--- config.mk ---
export PLATFORM = sky130hd
export DESIGN_NAME = song_sequencer
export DESIGN_NICKNAME = d
export VERILOG_FILES = /design/src/rtl/song_sequencer_pkg.sv /design/src/rtl/song_sequencer_score_keeper.sv /design/src/rtl/song_sequencer.sv
export SDC_FILE = /design/constraint.sdc
export NUM_CORES = 1
export LEC_CHECK = 0
export ABC_AREA = 1
export CORE_MARGIN = 5
export CORE_UTILIZATION = 45
export CTS_BUF_LIST = sky130_fd_sc_hd__clkbuf_16
export CTS_CLUSTER_DIAMETER = 120
export CTS_CLUSTER_SIZE = 20
export DETAILED_ROUTE_END_ITERATION = 10
export GPL_TIMING_DRIVEN = 0
export PLACE_DENSITY = 0.63
export RECOVER_POWER = 50
export SYNTH_ARGS = -nofsm -noshare
export SYNTH_HDL_FRONTEND = slang
export SYNTH_HIERARCHICAL = 1
export SYNTH_SLANG_ARGS = --single-unit
--- constraint.sdc ---
create_clock -name CLOCK_50 -period 4 [get_ports CLOCK_50]
set_input_delay 0.4 -clock CLOCK_50 [delete_from_list [all_inputs] [get_ports CLOCK_50]]
set_output_delay 0.4 -clock CLOCK_50 [all_outputs]
set_load 0.02 [all_outputs]
--- src/rtl/song_sequencer_pkg.sv ---
// Shared definitions for the song sequencer: state encodings,
// chart ROM field positions and a small parameter helper.
package song_sequencer_pkg;

  localparam int END_BIT   = 5;
  localparam int NOTES_MSB = 4;
  localparam int NOTE_W    = 5;

  typedef enum logic [5:0] {
    S_IDLE  = 6'b000001,
    S_FETCH = 6'b000010,
    S_LATCH = 6'b000100,
    S_ON    = 6'b001000,
    S_OFF   = 6'b010000,
    S_DONE  = 6'b100000
  } state_t;

  function automatic int max2(input int a, input int b);
    return (a > b) ? a : b;
  endfunction

endpackage

--- src/rtl/song_sequencer_score_keeper.sv ---
// Score and streak accumulator fed by gameplay judgements,
// saturating both counters; clear restarts a song's tally.
module score_keeper #(
  parameter int MULT_STREAK = 10
) (
  input  logic        clk,
  input  logic        rst,
  input  logic        clear,
  input  logic        enable,
  input  logic        judge_valid,
  input  logic        judge_hit,
  output logic [15:0] score,
  output logic [7:0]  streak
);

  logic [1:0]  inc;
  logic [16:0] sum;

  // Multiplier test looks at the streak before this hit
  always_comb begin
    inc = (streak >= 8'(MULT_STREAK)) ? 2'd2 : 2'd1;
    sum = {1'b0, score} + {15'd0, inc};
  end

  always_ff @(posedge clk or posedge rst) begin
    if (rst) begin
      score  <= '0;
      streak <= '0;
    end else if (clear) begin
      score  <= '0;
      streak <= '0;
    end else if (enable && judge_valid) begin
      if (judge_hit) begin
        score  <= sum[16] ? 16'hFFFF : sum[15:0];
        streak <= (streak == 8'hFF) ? streak
                                    : streak + 8'd1;
      end else begin
        streak <= '0;
      end
    end
  end

endmodule

--- src/rtl/song_sequencer.sv ---
// Chart sequencer: fetches one chord per entry, holds it for a
// hit window, then a silent gap; tracks score via score_keeper.
module song_sequencer
  import song_sequencer_pkg::*;
#(
  parameter int ADDR_W        = 8,
  parameter int SONG_LEN      = 200,
  parameter int WINDOW_CYCLES = 6250000,
  parameter int GAP_CYCLES    = 6250000,
  parameter int MULT_STREAK   = 10
) (
  input  logic              CLOCK_50,
  input  logic              reset,
  input  logic              start,
  input  logic              pause,
  output logic [ADDR_W-1:0] rom_addr,
  input  logic [5:0]        rom_data,
  output logic [NOTE_W-1:0] exp_notes,
  input  logic              judge_valid,
  input  logic              judge_hit,
  output logic [15:0]       score,
  output logic [7:0]        streak,
  output logic              busy,
  output logic              song_done
);

  localparam int MAX_CYC = max2(WINDOW_CYCLES, GAP_CYCLES);
  localparam int CNT_W   = (MAX_CYC > 1) ? $clog2(MAX_CYC) : 1;

  localparam logic [CNT_W-1:0] WIN_LAST =
    CNT_W'(WINDOW_CYCLES - 1);
  localparam logic [CNT_W-1:0] GAP_LAST =
    CNT_W'(GAP_CYCLES - 1);
  localparam logic [ADDR_W-1:0] LAST_ADDR =
    ADDR_W'(SONG_LEN - 1);

  state_t state_q, state_d;

  logic [CNT_W-1:0]  cnt_q, cnt_d;
  logic [ADDR_W-1:0] addr_d;
  logic [NOTE_W-1:0] note_q, note_d;
  logic [NOTE_W-1:0] exp_d;
  logic              busy_d, done_d;
  logic              clear, enable;

  always_comb begin
    state_d = state_q;
    cnt_d   = cnt_q;
    addr_d  = rom_addr;
    note_d  = note_q;
    exp_d   = exp_notes;
    unique case (state_q)
      S_IDLE, S_DONE: begin
        exp_d = '0;
        if (start) begin
          state_d = S_FETCH;
          addr_d  = '0;
        end
      end
      S_FETCH: state_d = S_LATCH;
      S_LATCH: begin
        if (rom_data[END_BIT]) begin
          state_d = S_DONE;
          exp_d   = '0;
        end else begin
          note_d  = rom_data[NOTES_MSB:0];
          exp_d   = rom_data[NOTES_MSB:0];
          cnt_d   = '0;
          state_d = S_ON;
        end
      end
      S_ON: begin
        if (!pause) begin
          if (cnt_q == WIN_LAST) begin
            state_d = S_OFF;
            cnt_d   = '0;
            exp_d   = '0;
          end else begin
            cnt_d = cnt_q + 1'b1;
            exp_d = note_q;
          end
        end
      end
      S_OFF: begin
        exp_d = '0;
        if (!pause) begin
          if (cnt_q == GAP_LAST) begin
            cnt_d = '0;
            if (rom_addr == LAST_ADDR) begin
              state_d = S_DONE;
            end else begin
              addr_d  = rom_addr + 1'b1;
              state_d = S_FETCH;
            end
          end else begin
            cnt_d = cnt_q + 1'b1;
          end
        end
      end
      default: begin
        state_d = S_IDLE;
        exp_d   = '0;
      end
    endcase
  end

  always_comb begin
    busy_d = (state_d != S_IDLE) && (state_d != S_DONE);
    done_d = (state_d == S_DONE);
    clear  = start &&
             ((state_q == S_IDLE) || (state_q == S_DONE));
    enable = (state_q != S_IDLE);
  end

  always_ff @(posedge CLOCK_50 or posedge reset) begin
    if (reset) begin
      state_q   <= S_IDLE;
      cnt_q     <= '0;
      note_q    <= '0;
      rom_addr  <= '0;
      exp_notes <= '0;
      busy      <= 1'b0;
      song_done <= 1'b0;
    end else begin
      state_q   <= state_d;
      cnt_q     <= cnt_d;
      note_q    <= note_d;
      rom_addr  <= addr_d;
      exp_notes <= exp_d;
      busy      <= busy_d;
      song_done <= done_d;
    end
  end

  score_keeper #(
    .MULT_STREAK(MULT_STREAK)
  ) u_score (
    .clk        (CLOCK_50),
    .rst        (reset),
    .clear      (clear),
    .enable     (enable),
    .judge_valid(judge_valid),
    .judge_hit  (judge_hit),
    .score      (score),
    .streak     (streak)
  );

endmodule

==> results of run 1 <==
[layer usage]
layer | vias to the layer above | GRT usage (%) | wire length (µm)
li1 | 2293 | - | -
met1 | 2062 | 26.2 | 5410
met2 | 129 | 30.9 | 5470
met3 | 20 | 3.83 | 649
met4 | 0 | 6.17 | 176
met5 | - | 0 | 0
[cell usage in the layout, fill, tap and decap left out, types with 3 or more instances in the layout]
cell type	netlist	final
nor2_1	80	81
nand4_1	30	30
clkinvlp_4	0	3
nand2_2	7	7
dfrtp_1	72	72
clkdlybuf4s50_1	0	36
ha_1	6	6
inv_2	3	3
inv_1	65	65
o211ai_1	3	3
buf_2	4	4
a21oi_1	7	7
nor3_1	5	5
o21ai_1	11	11
xor2_1	10	10
nand3_2	7	5
nand2_4	3	3
nand2_1	232	232
nand3_1	66	68
nor2_2	8	7
o31ai_1	3	3
o21ai_0	16	16
xnor2_1	4	4
clkbuf_16	0	9
dlygate4sd3_1	0	14
nand3_4	4	4
[layout make-up]
cell class | count | area [µm²]
plain buffers | 7 | 35.0
clock buffers | 9 | 225
clock inverters | 7 | 45.0
fillers | 1012 | 4600
inverters | 70 | 265
multi-input cells | 521 | 2580
flip-flops and latches | 73 | 1830
well taps | 136 | 170
repair buffers | 51 | 520
[per-stage QoR]
stage               setup slack [ns]  cell area (µm²)
floorplan                       1.60             4730
global placement                1.34             5400
detailed placement              1.52             5420
CTS                             1.52             5690
global route                    1.31             5670
finish                          1.57             5670
[worst max-delay path: cells and delay by family, from the launching register on]
family / cells / cell delay (ns)
AO/OA/AOI/OAI: 1 / 0.19
buffers and inverters: 2 / 0.15
adder cells (fa/ha/maj): 3 / 0.68
flip-flops: 1 / 0.38
AND/OR/NAND/NOR: 7 / 0.93
[kinds of logic (layout without fill, tap and decap cells)]
| logic type | count (synthesis) | in the layout | synth area share, % |
|---|---|---|---|
| AO/OA/AOI/OAI | 43 | 43 | 5.08 |
| XOR/XNOR | 14 | 14 | 2.59 |
| adder cells (fa/ha/maj) | 7 | 7 | 2.01 |
| buffers and inverters | 77 | 144 | 6.35 |
| flip-flops | 73 | 73 | 38.7 |
| AND/OR/NAND/NOR | 457 | 457 | 45.3 |
[state kept, by name (all words and copies together) (netlist names)]
register / flops
busy: 1
cnt_q: 23
exp_notes: 5
note_q: 5
rom_addr: 8
song_done: 1
state_q: 6
u_score/score: 16
u_score/streak: 8
[power by group]
part           internal [µW]  leakage, µW  switching [µW]
Sequential               854     0.000993             112
Clock                    418     0.000125             323
Combinational            188      0.00158             409
Total                   1460      0.00270             844
[worst paths after layout]
path	endpoint	slack [ns]
min in group asynchronous	rom_addr[5]	0.58
worst min register to register	note_q[4]	0.48
worst min-delay path	note_q[4]	0.48
max in group asynchronous	u_score/score[4]	2.70
worst max register to register	u_score/score[8]	1.57
worst max-delay path	u_score/score[8]	1.57
==> metrics.md, run 1 <==
| Metric | Value |
|---|---|
| Fin Hold WS | 0.476 ns |
| Die height | 112 µm |
| PwrDens | 406 nW/µm² |
| Via density per instance | 5.15 |
| Largest cells by area after synthesis | dfrtp_1 (38%), nand2_1 (18%), nand3_1 (7.0%) |
| Register area share after synthesis | 38.7% |
| Total global routing overflow | 0 |
| CP Cell Sequence | inv_1, ha_1, or3_1, a21oi_1, ha_1, fa_1, nand2_4, nor3_2, inv_1, nand2_1, nand3_1, nand2_1, nand2_1 |
| Number of port buffers | 50 |
| Tmin final | 2.43 ns |
| Crit path top cell by count | nand2_1 |
| Area Growth Syn to Fin | 20.1% |
| Synth area leader | dfrtp_1 |
| Remaining DRCs | 0 |
| Num ports | 51 |
| Clock transition at path regs | 0.06 ns |
| Cell Area, Synth | 4730 µm² |
| Outcome | finished clean |
| Top cell type's share of synthesized area | 38.1% |
| Rows | 37 |
| Synth warn | 6 |
| Most common cell in the netlist | nand2_1 |
| CP Capture Type | register |
| Kind of start point of the critical path | register |
| Post-CTS sizing | 0 |
| Hold Path Depth | 2 |
| Ant diodes | 0 |
| Vias in the first global route | 4303 |
| Pwr Total | 2300 µW |
| CTS tree | yes |
| Crit path from | u_score/streak[0] |
| Mapped Nets | 690 |
| First-pass GRT wire length | 20500 µm |
| Routability-driven placement congestion ratio | 0.904 |
| H-tree depth | 3 |
| Max-cap violations | 0 |
| CP max-delay cell | dfrtp_1 |
| Crit-path max FO | 4 |
| Vias | 4504 |
| Worst Path Required | 4.22 ns |
| Skew-Pair Late Insertion Delay | 0.33 ns |
| Peak VDD IR | 0.000256 V |
| CTS sink count | 73 |
| CP Data Arrival Time | 2.65 ns |
| Initial Util | 46.0% |
| Post-CTS Setup Bufs | 0 |
| Worst Hold Class | register to register |
| RSZ-0062 raised after global routing | no |
| Post-Place Cells | 858 |
| Min-delay src | note_q[4] |
| FFs w/ async S/R, synth | 100% |
| Worst r2r src | u_score/streak[0] |
| Main synth FF type | dfrtp_1 |
| Path type of the worst setup path | register to register |
| #FFs+latches synth | 73 |
| Final WL | 11700 µm |
| Pleak | 0.00270 µW |
| Die Wd | 112 µm |
| Slew margin rel. | 39.0% |
| Nets | 752 |
| CTS Hold Bufs | 0 |
| Final setup fails | 0 |
| Final Hold Fails | 0 |
| HPWL after DPL | 8720 µm |
| DR pass1 iterations | 6 |
| Largest stage delay on the critical path | 0.38 ns |
| Total Routing Usage GR | 19.2% |
| Mean area per synthesized cell | 7.04 µm² |
| Setup_tns | 0 ns |
| Post-Layout Cell Count | 874 |
| Skew final | 0.00778 ns |
| CTS Buf Count | 9 |
| Core Footprint | 10300 µm² |
| Antenna Nets Post-Route | 0 |
| Cell count after synthesis | 671 |
| Average wire per standard cell | 13.4 µm |
| Post-synth cell types | 41 |
| Share of cells above drive strength 1 | 8.54% |
| Die area | 12700 µm² |
| Final period util | 60.8% |
| Fin util | 55.2% |
| Largest net degree at the start of global routing | 38 |
| Clk root buf | clkbuf_16 |
| 1st-iter DRT viols | 334 |
| Post-synth EDFFs | 0 |
| Maximum achievable frequency | 0.411 GHz |
| Worst-Margin Slew | 0.914 ns |
| Most frequent cells after synthesis | nand2_1 (232), nor2_1 (80), dfrtp_1 (72) |
| CTS max path bufs | 2 |
| Antenna violations before repair | 0 |
| Reg2Reg Depth | 13 |
| Max Slew Vio Count | 0 |
Power figures use the tool's default switching activity.
==> inputs of run 2 (changes only) <==
==> constraint.sdc (replaced) <==
create_clock -name CLOCK_50 -period 2.3 [get_ports CLOCK_50]
set_input_delay 0.23 -clock CLOCK_50 [delete_from_list [all_inputs] [get_ports CLOCK_50]]
set_output_delay 0.23 -clock CLOCK_50 [all_outputs]
set_load 0.02 [all_outputs]
==> metrics.md, run 2 (synthesis results as in run 1) <==
| Metric | Value |
|---|---|
| Outcome | finished clean |
| Maximum achievable frequency | 0.437 GHz |
| Average wire per standard cell | 14.0 µm |
| Antenna violations before repair | 0 |
| Rows | 37 |
| Fin util | 56.9% |
| Crit path top cell by count | nand2_1 |
| First-pass GRT wire length | 21300 µm |
| Max-cap violations | 0 |
| Final setup fails | 0 |
| Post-Place Cells | 858 |
| CP Capture Type | register |
| Core Footprint | 10300 µm² |
| Crit path from | u_score/streak[1] |
| Skew-Pair Late Insertion Delay | 0.32 ns |
| Total Routing Usage GR | 20.0% |
| Via density per instance | 5.26 |
| NetSw | 1480 µW |
| Final WL | 12400 µm |
| CTS max path bufs | 2 |
| CP max-delay cell | dfrtp_2 |
| DR pass1 iterations | 5 |
| Worst r2r src | u_score/streak[1] |
| Area of the multi-input gates | 2690 µm² |
| Pleak | 0.00276 µW |
| Worst Hold Class | input port to async pin |
| Pwr Total | 4170 µW |
| H-tree depth | 3 |
| Ant diodes | 0 |
| Path type of the worst setup path | register to register |
| CTS sink count | 73 |
| Largest net degree at the start of global routing | 37 |
| Die Wd | 112 µm |
| Area Growth Syn to Fin | 23.6% |
| Die height | 112 µm |
| Crit path max-delay family | simple AND/OR/NAND/NOR gates |
| Sequential Power Share | 40.5% |
| 1st-iter DRT viols | 328 |
| Die area | 12700 µm² |
| Tmin final | 2.29 ns |
| Max Slew Vio Count | 0 |
| Top flop regs | cnt_q: 23 flops, u_score/score: 16 flops |
| Peak VDD IR | 0.000668 V |
| Worst Path Buf+Inv | 1 |
| Num ports | 51 |
| Reg2Reg Depth | 13 |
| Max FFs per register | 23 |
| Total global routing overflow | 0 |
| Final period util | 99.4% |
| RSZ-0062 raised after global routing | yes |
| Largest reg by FF count | cnt_q |
| HPWL after DPL | 9140 µm |
| Post-Layout Cell Count | 881 |
| Clk pwr share | 32.1% |
| Slew margin rel. | 34.3% |
| CP Data Arrival Time | 2.50 ns |
| Nets | 761 |
| Crit-path max FO | 5 |
| # fillers | 996 |
| Vias in the first global route | 4486 |
| Antenna Nets Post-Route | 0 |
| Share of cells above drive strength 1 | 11.8% |
| Number of port buffers | 50 |
| Number of cells on the critical path | 13 |
| Worst Path Required | 2.52 ns |
| Clk root buf | clkbuf_16 |
| CTS tree | yes |
| PwrDens | 714 nW/µm² |
| Clock transition at path regs | 0.06 ns |
| Final Hold Fails | 0 |
| Vias | 4634 |
| Most frequent cells in the layout | nand2_1 (233), nor2_1 (80), dfrtp_1 (70) |
| Initial Util | 46.0% |
| Remaining DRCs | 0 |
| Skew final | 0.00822 ns |
| Routability-driven placement congestion ratio | 0.914 |
| Largest stage delay on the critical path | 0.43 ns |
| Worst-Margin Slew | 0.984 ns |
| Pint | 2690 µW |
| Sw Ratio | 35.4% |
| CP Cell Sequence | ha_4, or3_4, a21oi_4, ha_4, fa_2, nand2_4, nor2_8, buf_6, nand3_2, nand2_1, nand3_1, nand2_1, nand2_1 |
| CTS Buf Count | 9 |
| Kind of start point of the critical path | register |
| Register area | 1830 µm² |
| Commonest non-fill, non-tap cell in the layout | nand2_1 |
| Combinational share of power | 27.4% |
## run 2: cell types whose count changed in the layout (fill, tap and decap cells not counted), moves of 3 or more
cell / previous run / this run
ha_4: 0 / 3
buf_4: 1 / 9
dlygate4sd3_1: 14 / 9
ha_1: 6 / 3
nand3_1: 68 / 62
inv_2: 3 / 6
clkdlybuf4s50_1: 36 / 41
nand3_2: 5 / 11
## run 2: power by group through the flow
stage                     logic, µW  registers (µW)  clock network, µW
final                          1140            1690               1340
after global routing           1290            1720               1420
after CTS                      1130            1680               1370
after detailed placement       1070            1700                  0
after global placement         1030            1690                  0
after floorplan                 695            1700                  0
## run 2: timing repair
action                     CTS  global route
resized for setup            8            13
setup endpoints to repair   16            21
buffers inserted             5             4
hold buffers                 0             0
cloned                       0             0
pin swaps                   12            15
## run 2: final cells by class
class / count / share of cell area (%)
clock inverter: 5 / 0.857
multi-input combinational: 521 / 46.0
tap: 136 / 2.91
buffer: 7 / 0.600
sequential: 73 / 31.3
timing repair buffer: 60 / 9.87
inverter: 70 / 4.54
clock buffer: 9 / 3.85
## run 2: final timing paths
check	slack, ns	to
hold / removal	0.44	cnt_q[6]
setup reg to reg	0.01	u_score/score[14]
hold reg to reg	0.47	note_q[2]
max in group asynchronous	0.59	exp_notes[0]
min in group CLOCK_50	0.47	note_q[1]
setup / recovery	0.01	u_score/score[14]
## run 2: worst reg2reg max path, stage by stage, from the launching register on
cell     delay [ns]
dfrtp_2        0.43
ha_4           0.16
or3_4          0.34
a21oi_4        0.18
ha_4           0.16
fa_2           0.23
nand2_4        0.10
nor2_8         0.17
buf_6          0.13
nand3_2        0.06
nand2_1        0.07
nand3_1        0.06
nand2_1        0.06
nand2_1        0.05
## run 2: routing by layer
metal  GRT usage (%)  vias up  wire length [µm]  part of all wire [%]
li1                -     2316                 -                     -
met1            26.4     2208              5630                    45
met2            34.4      103              6090                    49
met3            3.67        7               568                   4.6
met4            4.17        0                91                  0.74
met5               0        -                 0                     0
## run 2: metrics by stage
stage                     setup WS [ns]  setup TNS (ns)  cell area (µm²)  hold WS [ns]
after CTS                       -0.0729          -0.425             5770         0.265
after global placement           -0.200          -10.29             5400         0.455
after global routing            -0.0860          -0.800             5840         0.489
after floorplan                 0.00755               0             4730         0.244
after detailed placement         -0.132           -1.35             5420         0.463
final                            0.0136               0             5840         0.441
